### src/rtl/perf_counter_dump_engine.sv
// perf_counter_dump_engine
// Snapshots NUM_COUNTERS counters on pc_start, packs them CPB-per-beat into
// AXI write beats and writes them as a single burst into a ring of DDR slots.
//
// Handshake rule for every channel: a transfer happens on a rising edge where
// valid and ready are both high. While valid is high and ready is low, the
// valid, data, address and last outputs hold their values. All valids are
// decoded from the registered state, so no ready input reaches a valid output
// combinationally.
module perf_counter_dump_engine #(
   parameter int PC_DATA_WIDTH  = 64,
   parameter int AXI_DATA_WIDTH = 256,
   parameter int AXI_ADDR_WIDTH = 64,
   parameter int NUM_COUNTERS   = 24,
   parameter int NUM_SLOTS      = 4,
   localparam int SLOT_W = (NUM_SLOTS > 1) ? $clog2(NUM_SLOTS) : 1
) (
   input  logic                                   clk,
   input  logic                                   reset,
   input  logic                                   pc_start,
   input  logic [NUM_COUNTERS*PC_DATA_WIDTH-1:0]  pc_counters,
   input  logic [AXI_ADDR_WIDTH-1:0]              base_addr,
   input  logic                                   slot_clear,
   output logic [AXI_ADDR_WIDTH-1:0]              axi_aw_addr,
   output logic [7:0]                             axi_aw_len,
   output logic                                   axi_aw_valid,
   input  logic                                   axi_aw_ready,
   output logic [AXI_DATA_WIDTH-1:0]              axi_w_data,
   output logic                                   axi_w_last,
   output logic                                   axi_w_valid,
   input  logic                                   axi_w_ready,
   input  logic                                   axi_b_valid,
   input  logic [1:0]                             axi_b_resp,
   output logic                                   axi_b_ready,
   output logic                                   pc_busy,
   output logic                                   pc_done,
   output logic                                   pc_err,
   output logic [SLOT_W-1:0]                      slot_idx,
   output logic [2:0]                             o_dbg_state
);

   localparam int CPB    = AXI_DATA_WIDTH / PC_DATA_WIDTH;
   localparam int BEATS  = (NUM_COUNTERS + CPB - 1) / CPB;
   localparam int SNAP_W = NUM_COUNTERS * PC_DATA_WIDTH;
   localparam int PACK_W = BEATS * AXI_DATA_WIDTH;
   localparam logic [AXI_ADDR_WIDTH-1:0] STRIDE = AXI_ADDR_WIDTH'(BEATS * (AXI_DATA_WIDTH / 8));
   localparam logic [7:0] LAST_BEAT = 8'(BEATS - 1);

   typedef enum logic [2:0] {
      S_IDLE = 3'd0,
      S_AW   = 3'd1,
      S_W    = 3'd2,
      S_B    = 3'd3,
      S_DONE = 3'd4
   } state_t;

   state_t                    r_state;
   state_t                    w_next;
   logic [SNAP_W-1:0]         r_snap;
   logic [7:0]                r_beat;
   logic [AXI_ADDR_WIDTH-1:0] r_aw_addr;
   logic [SLOT_W-1:0]         r_slot;
   logic                      r_err;
   logic [SLOT_W-1:0]         w_slot_eff;
   logic [PACK_W-1:0]         w_pack;
   logic                      w_start;
   logic                      w_is_last;
   logic                      w_beat_hs;

   // A start is only honoured in IDLE; slot_clear wins over the stored index
   // so a simultaneous clear+start targets slot 0.
   assign w_start    = (r_state == S_IDLE) && pc_start;
   assign w_slot_eff = slot_clear ? '0 : r_slot;
   assign w_is_last  = (r_beat == LAST_BEAT);
   assign w_beat_hs  = (r_state == S_W) && axi_w_ready;

   // State register
   always_ff @(posedge clk) begin
      if (reset) r_state <= S_IDLE;
      else       r_state <= w_next;
   end

   // Next-state logic
   always_comb begin
      w_next = r_state;
      case (r_state)
         S_IDLE:  if (pc_start)                 w_next = S_AW;
         S_AW:    if (axi_aw_ready)             w_next = S_W;
         S_W:     if (axi_w_ready && w_is_last) w_next = S_B;
         S_B:     if (axi_b_valid)              w_next = S_DONE;
         S_DONE:                                w_next = S_IDLE;
         default:                               w_next = S_IDLE;
      endcase
   end

   // Outputs decoded from the registered state
   always_comb begin
      axi_aw_valid = 1'b0;
      axi_w_valid  = 1'b0;
      axi_w_last   = 1'b0;
      axi_b_ready  = 1'b0;
      pc_done      = 1'b0;
      pc_busy      = 1'b1;
      case (r_state)
         S_IDLE:  pc_busy = 1'b0;
         S_AW:    axi_aw_valid = 1'b1;
         S_W: begin
            axi_w_valid = 1'b1;
            axi_w_last  = w_is_last;
         end
         S_B:     axi_b_ready = 1'b1;
         S_DONE:  pc_done = 1'b1;
         default: pc_busy = 1'b0;
      endcase
   end

   // Capture the counter snapshot and the burst address when a dump starts
   always_ff @(posedge clk) begin
      if (reset) begin
         r_snap    <= '0;
         r_aw_addr <= '0;
      end else if (w_start) begin
         r_snap    <= pc_counters;
         r_aw_addr <= base_addr + AXI_ADDR_WIDTH'(w_slot_eff) * STRIDE;
      end
   end

   // Beat counter: cleared on start, advanced per accepted beat, parked on the
   // last beat so the data mux never indexes past the packed record
   always_ff @(posedge clk) begin
      if (reset)                        r_beat <= 8'd0;
      else if (w_start)                 r_beat <= 8'd0;
      else if (w_beat_hs && !w_is_last) r_beat <= r_beat + 8'd1;
   end

   // Ring index: advances once per completed dump, cleared on request in IDLE
   always_ff @(posedge clk) begin
      if (reset)
         r_slot <= '0;
      else if (r_state == S_DONE)
         r_slot <= (r_slot == SLOT_W'(NUM_SLOTS - 1)) ? '0 : r_slot + SLOT_W'(1);
      else if ((r_state == S_IDLE) && slot_clear)
         r_slot <= '0;
   end

   // Sticky error flag for any non-OKAY write response
   always_ff @(posedge clk) begin
      if (reset)
         r_err <= 1'b0;
      else if ((r_state == S_B) && axi_b_valid && (axi_b_resp != 2'b00))
         r_err <= 1'b1;
   end

   // Zero-pad the snapshot to whole beats; counter k lands in beat k/CPB,
   // lane k%CPB, because CPB counters exactly fill one beat
   always_comb begin
      w_pack              = '0;
      w_pack[SNAP_W-1:0]  = r_snap;
   end

   assign axi_w_data  = w_pack[int'(r_beat) * AXI_DATA_WIDTH +: AXI_DATA_WIDTH];
   assign axi_aw_addr = r_aw_addr;
   assign axi_aw_len  = LAST_BEAT;
   assign pc_err      = r_err;
   assign slot_idx    = r_slot;
   assign o_dbg_state = r_state;

endmodule

### config.mk
export PLATFORM = sky130hd
export DESIGN_NAME = perf_counter_dump_engine
export DESIGN_NICKNAME = d
export VERILOG_FILES = /design/src/rtl/perf_counter_dump_engine.sv
export SDC_FILE = /design/constraint.sdc
export NUM_CORES = 2
export LEC_CHECK = 0
export CELL_PAD_IN_SITES_DETAIL_PLACEMENT = 1
export CELL_PAD_IN_SITES_GLOBAL_PLACEMENT = 2
export CORE_AREA = 2 2 753 755
export DETAILED_ROUTE_END_ITERATION = 12
export DIE_AREA = 0 0 755 757
export PLACE_DENSITY_LB_ADDON = 0.1
export SETUP_SLACK_MARGIN = 0.5
export SYNTH_ARGS = -nofsm -noshare
export SYNTH_HDL_FRONTEND = slang
export SYNTH_SLANG_ARGS = --single-unit
### constraint.sdc
create_clock -name clk -period 2.5 [get_ports clk]
set_input_delay 0.375 -clock clk [delete_from_list [all_inputs] [get_ports clk]]
set_output_delay 0.375 -clock clk [all_outputs]
set_load 0.05 [all_outputs]
### Yosys cells after proc, flatten, opt, wreduce, memory -nomap -nowiden

Index checks and enable logic that the tools add are counted.

* register bits: 1614
* logic and storage cells: 50
* output and inout port bits: 340
* input bits: 1609

* shifts and indexed selects: 1
* add/sub/neg operators: 3
* reduce and logical (&&, ||, !) cells: 14
* multiply operators: 1
* equality and inequality tests: 10
* mux-type cells: 15

Operator list (number)
* 1536-bit by 17-bit indexed part select with 256-bit output: 1
* 64-bit by 10-bit adder with 64-bit output: 1
* 3-bit 2-to-1 mux: 4
* 3-bit one-hot mux with 4 select lines: 1
* 8-bit by 1-bit adder with 8-bit output (second input constant): 1
* 8-bit by 3-bit == test with 1-bit output (second input constant): 1
* 2-bit 2-to-1 mux: 4
* 1-bit logical AND: 7
* 3-bit by 2-bit == test with 1-bit output (second input constant): 2
* 1-bit 2-to-1 mux: 6
* 2-bit != test (second input constant): 3
* 2-bit by 2-bit multiplier with 4-bit output (second input constant): 1
* 4-bit AND reduction: 1
* 2-bit nonzero test: 2
* 4-bit OR reduction: 1
* 3-bit by 1-bit == test with 1-bit output (second input constant): 1
* 3-bit == test (second input constant): 1
* 3-bit zero test: 1
* 2-bit by 1-bit adder with 2-bit output (second input constant): 1
* 2-bit == test (second input constant): 1
* 2-bit by 1-bit != test with 1-bit output (second input constant): 1
* 2-bit OR reduction: 1
* 1-bit zero test: 1

### Depth between registers and ports, before layout

* depth in word-level cells: 4
* gate-level depth with buffers: 11
* gate-level depth less buffers: 9

### Least setup slack after synthesis

No wires, ideal clock.

* path type: register to register
* from: reg r_slot[0] (netlist: slot_idx[0])
* to: reg r_aw_addr[54] (netlist: axi_aw_addr[54])
* required time: 2.378 ns
* cell stages (with the launch flop): 11
* arrival: 2.645 ns
* path buffers: 1
* period minus slack after synthesis: 2.767 ns
* setup slack: -0.267 ns
* library setup time: 0.122 ns
* cells stage by stage: dfxtp_1 nand2b_1 ha_1 inv_1 fa_1 a211o_1 o211a_1 nand4_1 buf_2 nor3_1 a221o_1

* cells in the longest elaborated chain, start to end: 3

RTL lines
* start: declaration: RTL line 62 `logic [SLOT_W-1:0] r_slot;`
* start signal: assignment: RTL line 141 `r_slot <= (r_slot == SLOT_W'(NUM_SLOTS - 1)) ? '0 : r_slot + SLOT_W'(1);`
* 2-bit 2-to-1 mux: RTL line 73 `assign w_slot_eff = slot_clear ? '0 : r_slot;`
* 2-bit by 2-bit multiplier with 4-bit output: RTL line 124 `r_aw_addr <= base_addr + AXI_ADDR_WIDTH'(w_slot_eff) * STRIDE;`
* 64-bit by 10-bit adder with 64-bit output: RTL line 124
* end signal: assignment: RTL line 124
* end: declaration: RTL line 61 `logic [AXI_ADDR_WIDTH-1:0] r_aw_addr;`

No other way between the ends.
A chain may end at the register's enable or synchronous reset.

### Worst setup path in the final report

* from: reg r_beat[0]
* to: out axi_w_data[33]

* cells in the longest elaborated chain, start to end: 1

RTL lines
* start: declaration: RTL line 60 `logic [7:0] r_beat;`
* start signal: assignment: RTL line 133 `else if (w_beat_hs && !w_is_last) r_beat <= r_beat + 8'd1;`
* 1536-bit by 17-bit indexed part select with 256-bit output: RTL line 161 `assign axi_w_data = w_pack[int'(r_beat) * AXI_DATA_WIDTH +: AXI_DATA_WIDTH];`
* end: declaration: RTL line 28 `output logic [AXI_DATA_WIDTH-1:0] axi_w_data,`

No other way between the ends.

==> metrics <==
antenna violations before repair=420; crit start category=flip-flop; first-pass GRT wire length=635000 um; final core occ=0.218; share of cells above drive strength 1=0.281; routed wire length=485000 um; PortBufs=1940; relative slew slack=0.473; largest net degree at the start of global routing=70; Min-Delay Path Class=in -> reg; required time of the critical path=2.12 ns; Top-Level Pins=1949; Mapped Avg Cell Area=about 12 um^2; vias in the first global route=roughly 66000; endpoint type of the worst setup path=primary output; Worst Setup SP=r_beat[0]; router iterations before antenna repair=5; area occupied by multi-input gates=30400 um^2; most common cell after layout, fill and taps aside=clkdlybuf4s50_1; Place WS=-0.785 ns; FF-to-FF Start=r_beat[0]; final setup vio count=around 260; failing checks=negative setup slack; Synth top area share=0.517; commonest cells after routing, fill and taps aside=clkdlybuf4s50_1 (1608), dfxtp_1 (1581), a22o_1 (1546); Overall Global Routing Usage=0.161; crit path kind=reg -> out; Max Root-Sink Buffers=4; count of state elements after synthesis=1614; CTS tree=built; outcome=complete, but fails checks; # rows=around 280; dominant cell type by area after synthesis=dfxtp_1; min setup slack post-route=-0.937 ns; post-route ant nets=0; LEAKAGE=about 46 nW; post-synth cell types=67; critical path fanouts, max=8; CTS clk-pin slew, worst paths=~0.060 ns; Peak Freq=291 MHz; Post-synth EDFFs=0; power per cell area=846 nW/um^2; First DRT Iteration DRCs=3318; H-tree levels=4; Worst VDD drop=0.636 mV; Layout Nets=10429; # fillers=62579; Max-Cap Viols=0; post-synthesis cell area=~62000 um^2; DRC viols=0; Worst Hold Launch=pc_counters[1279]; Post-Syn Instances=5141; CTS root buf=clkbuf_16; core area=around 560000 um^2; RSZ-0062 raised after global routing=yes; Ys Warns=0; Via density=3.76; die height=757 um; Seq/Total Area, Yosys=0.517; Die W=755 um; fraction of registers with async set/reset=0; clock sinks=1614; Overflow after GRT=0; FF+latch area=32400 um^2; Final GP Congestion=0.780; Worst-Margin Slew=0.782 ns; top post-synthesis cells by area=dfxtp_1 (52%), a22o_1 (22%), mux4_2 (9.2%), mux2_2 (4.6%), a22oi_1 (3.1%); Initial Utilization=0.111; Routed wire per std cell=29.2 um; Data arrival, critical path=3.06 ns; detailed-route via count=62572; final slew viol count=0; Area Overhead vs Synth=97.0%; min cycle time layout=3.44 ns; Skew-Pair Late Insertion Delay=0.92 ns; cts bufs inserted=227; period utilization=1.37; skew final=0.0586 ns; die footprint=572000 um^2; Fin. Hold Viols=0; HPWL reported at the end of detailed placement=379000 um; top_reg_cell synth=dfxtp_1
## power breakdown
group | switching, mW | total, mW | leakage [nW] | internal (mW)
Sequential | 4.02 | 35.2 | 13.3 | 31.2
Combinational | 18.2 | 34.9 | 29.3 | 16.7
Clock | 14.1 | 33.9 | 3.77 | 19.8
## logic make-up (layout without fill, tap and decap cells)
logic type                 after synthesis  count (layout)  share of synthesized area
DFF                                   1614            1614                      0.517
xor gates and xnor gates                44              44                    0.00617
other                                    2             127                   0.000120
adders and majority gates               10              10                    0.00212
AOI/OAI and AO/OA                     1896            1896                      0.258
and+or+nand+nor                        507             507                     0.0376
muxes                                  512             512                      0.138
buffers and inverters                  556            4407                     0.0401
## per-layer routing
metal / routed length (um) / global-route usage / vias to the layer above / share of wire
li1: - / - / 27854 / -
met1: 217000 / 0.211 / 31632 / 0.45
met2: 227000 / 0.270 / 2097 / 0.47
met3: 27600 / 0.0385 / 841 / 0.057
met4: 12000 / 0.0295 / 148 / 0.025
met5: 956 / 0 / - / 0.0020
## flip-flops by register name, indices dropped and copies added, names as in the netlist
signal	cells
r_snap	1536
o_dbg_state	3
slot_idx	2
axi_aw_addr	64
r_beat	8
pc_err	1
## Yosys cell counts, types with 5 or more instances
cell	number
o2111ai_1	5
o21ai_0	31
and2_1	6
buf_1	11
nand4_1	31
o21ai_1	7
buf_2	302
nand2_1	66
buf_4	10
nor2_1	285
and3_1	11
a32oi_1	6
xnor2_1	17
xor2_1	27
nand3_1	36
ha_1	9
or4_1	12
nand2b_1	5
and4_1	5
inv_1	5
nor2b_1	5
mux4_2	256
or3_1	7
dfxtp_1	1614
nor3_1	7
o211ai_1	11
a22o_1	1546
mux2_2	256
clkbuf_1	226
a21oi_1	7
nor4_1	10
a22oi_1	258
## critical path: stages, from the launching register on
cell and delay [ns]:
dfxtp_4 0.39, buf_16 0.16, buf_12 0.12, buf_16 0.14, buf_12 0.14, buf_12 0.13
buf_12 0.13, buf_12 0.14, mux2_4 0.30, a22oi_2 0.20, nor2_2 0.08, buf_6 0.18
## worst paths after layout
check             slack (ns)        endpoint  depth (start not counted)
setup / recovery       -0.94  axi_w_data[33]                         11
hold / removal          0.09    r_snap[1279]                          2
setup reg to reg       -0.06       r_beat[0]                         15
hold reg to reg         0.47     r_snap[813]                          1
## layout make-up
type | count | area share
diodes | 119 | 0.00242
multi-input cells | 2977 | 0.247
well taps | 7506 | 0.0763
inverters | 6 | 0.000305
repair buffers | 3984 | 0.349
clock inverters | 71 | 0.00651
flip-flops and latches | 1614 | 0.263
clock buffers | 346 | 0.0553
## metrics by stage
step	cells	total power [mW]	instance area [um^2]	hold WS, ns	TNS, ns
finish	16623	104	123000	0.0917	-205.88
global placement	14547	65.5	95600	0.445	-98.88
CTS	16354	104	119000	0.000208	-268.99
global route	16559	109	123000	0.0206	-255.57
detailed placement	14547	65.7	95600	0.458	-117.88
floorplan	5147	49.8	63500	0.443	0
## what timing repair did
action                                  CTS  global route
pin swaps                               104           251
cloned                                   16            23
hold buffers                           1299             0
setup endpoints to repair              1823          1917
endpoints found under the hold margin  1299             0
resized for setup                       401           845
buffers inserted                         75           127
Power figures use the tool's default switching activity.
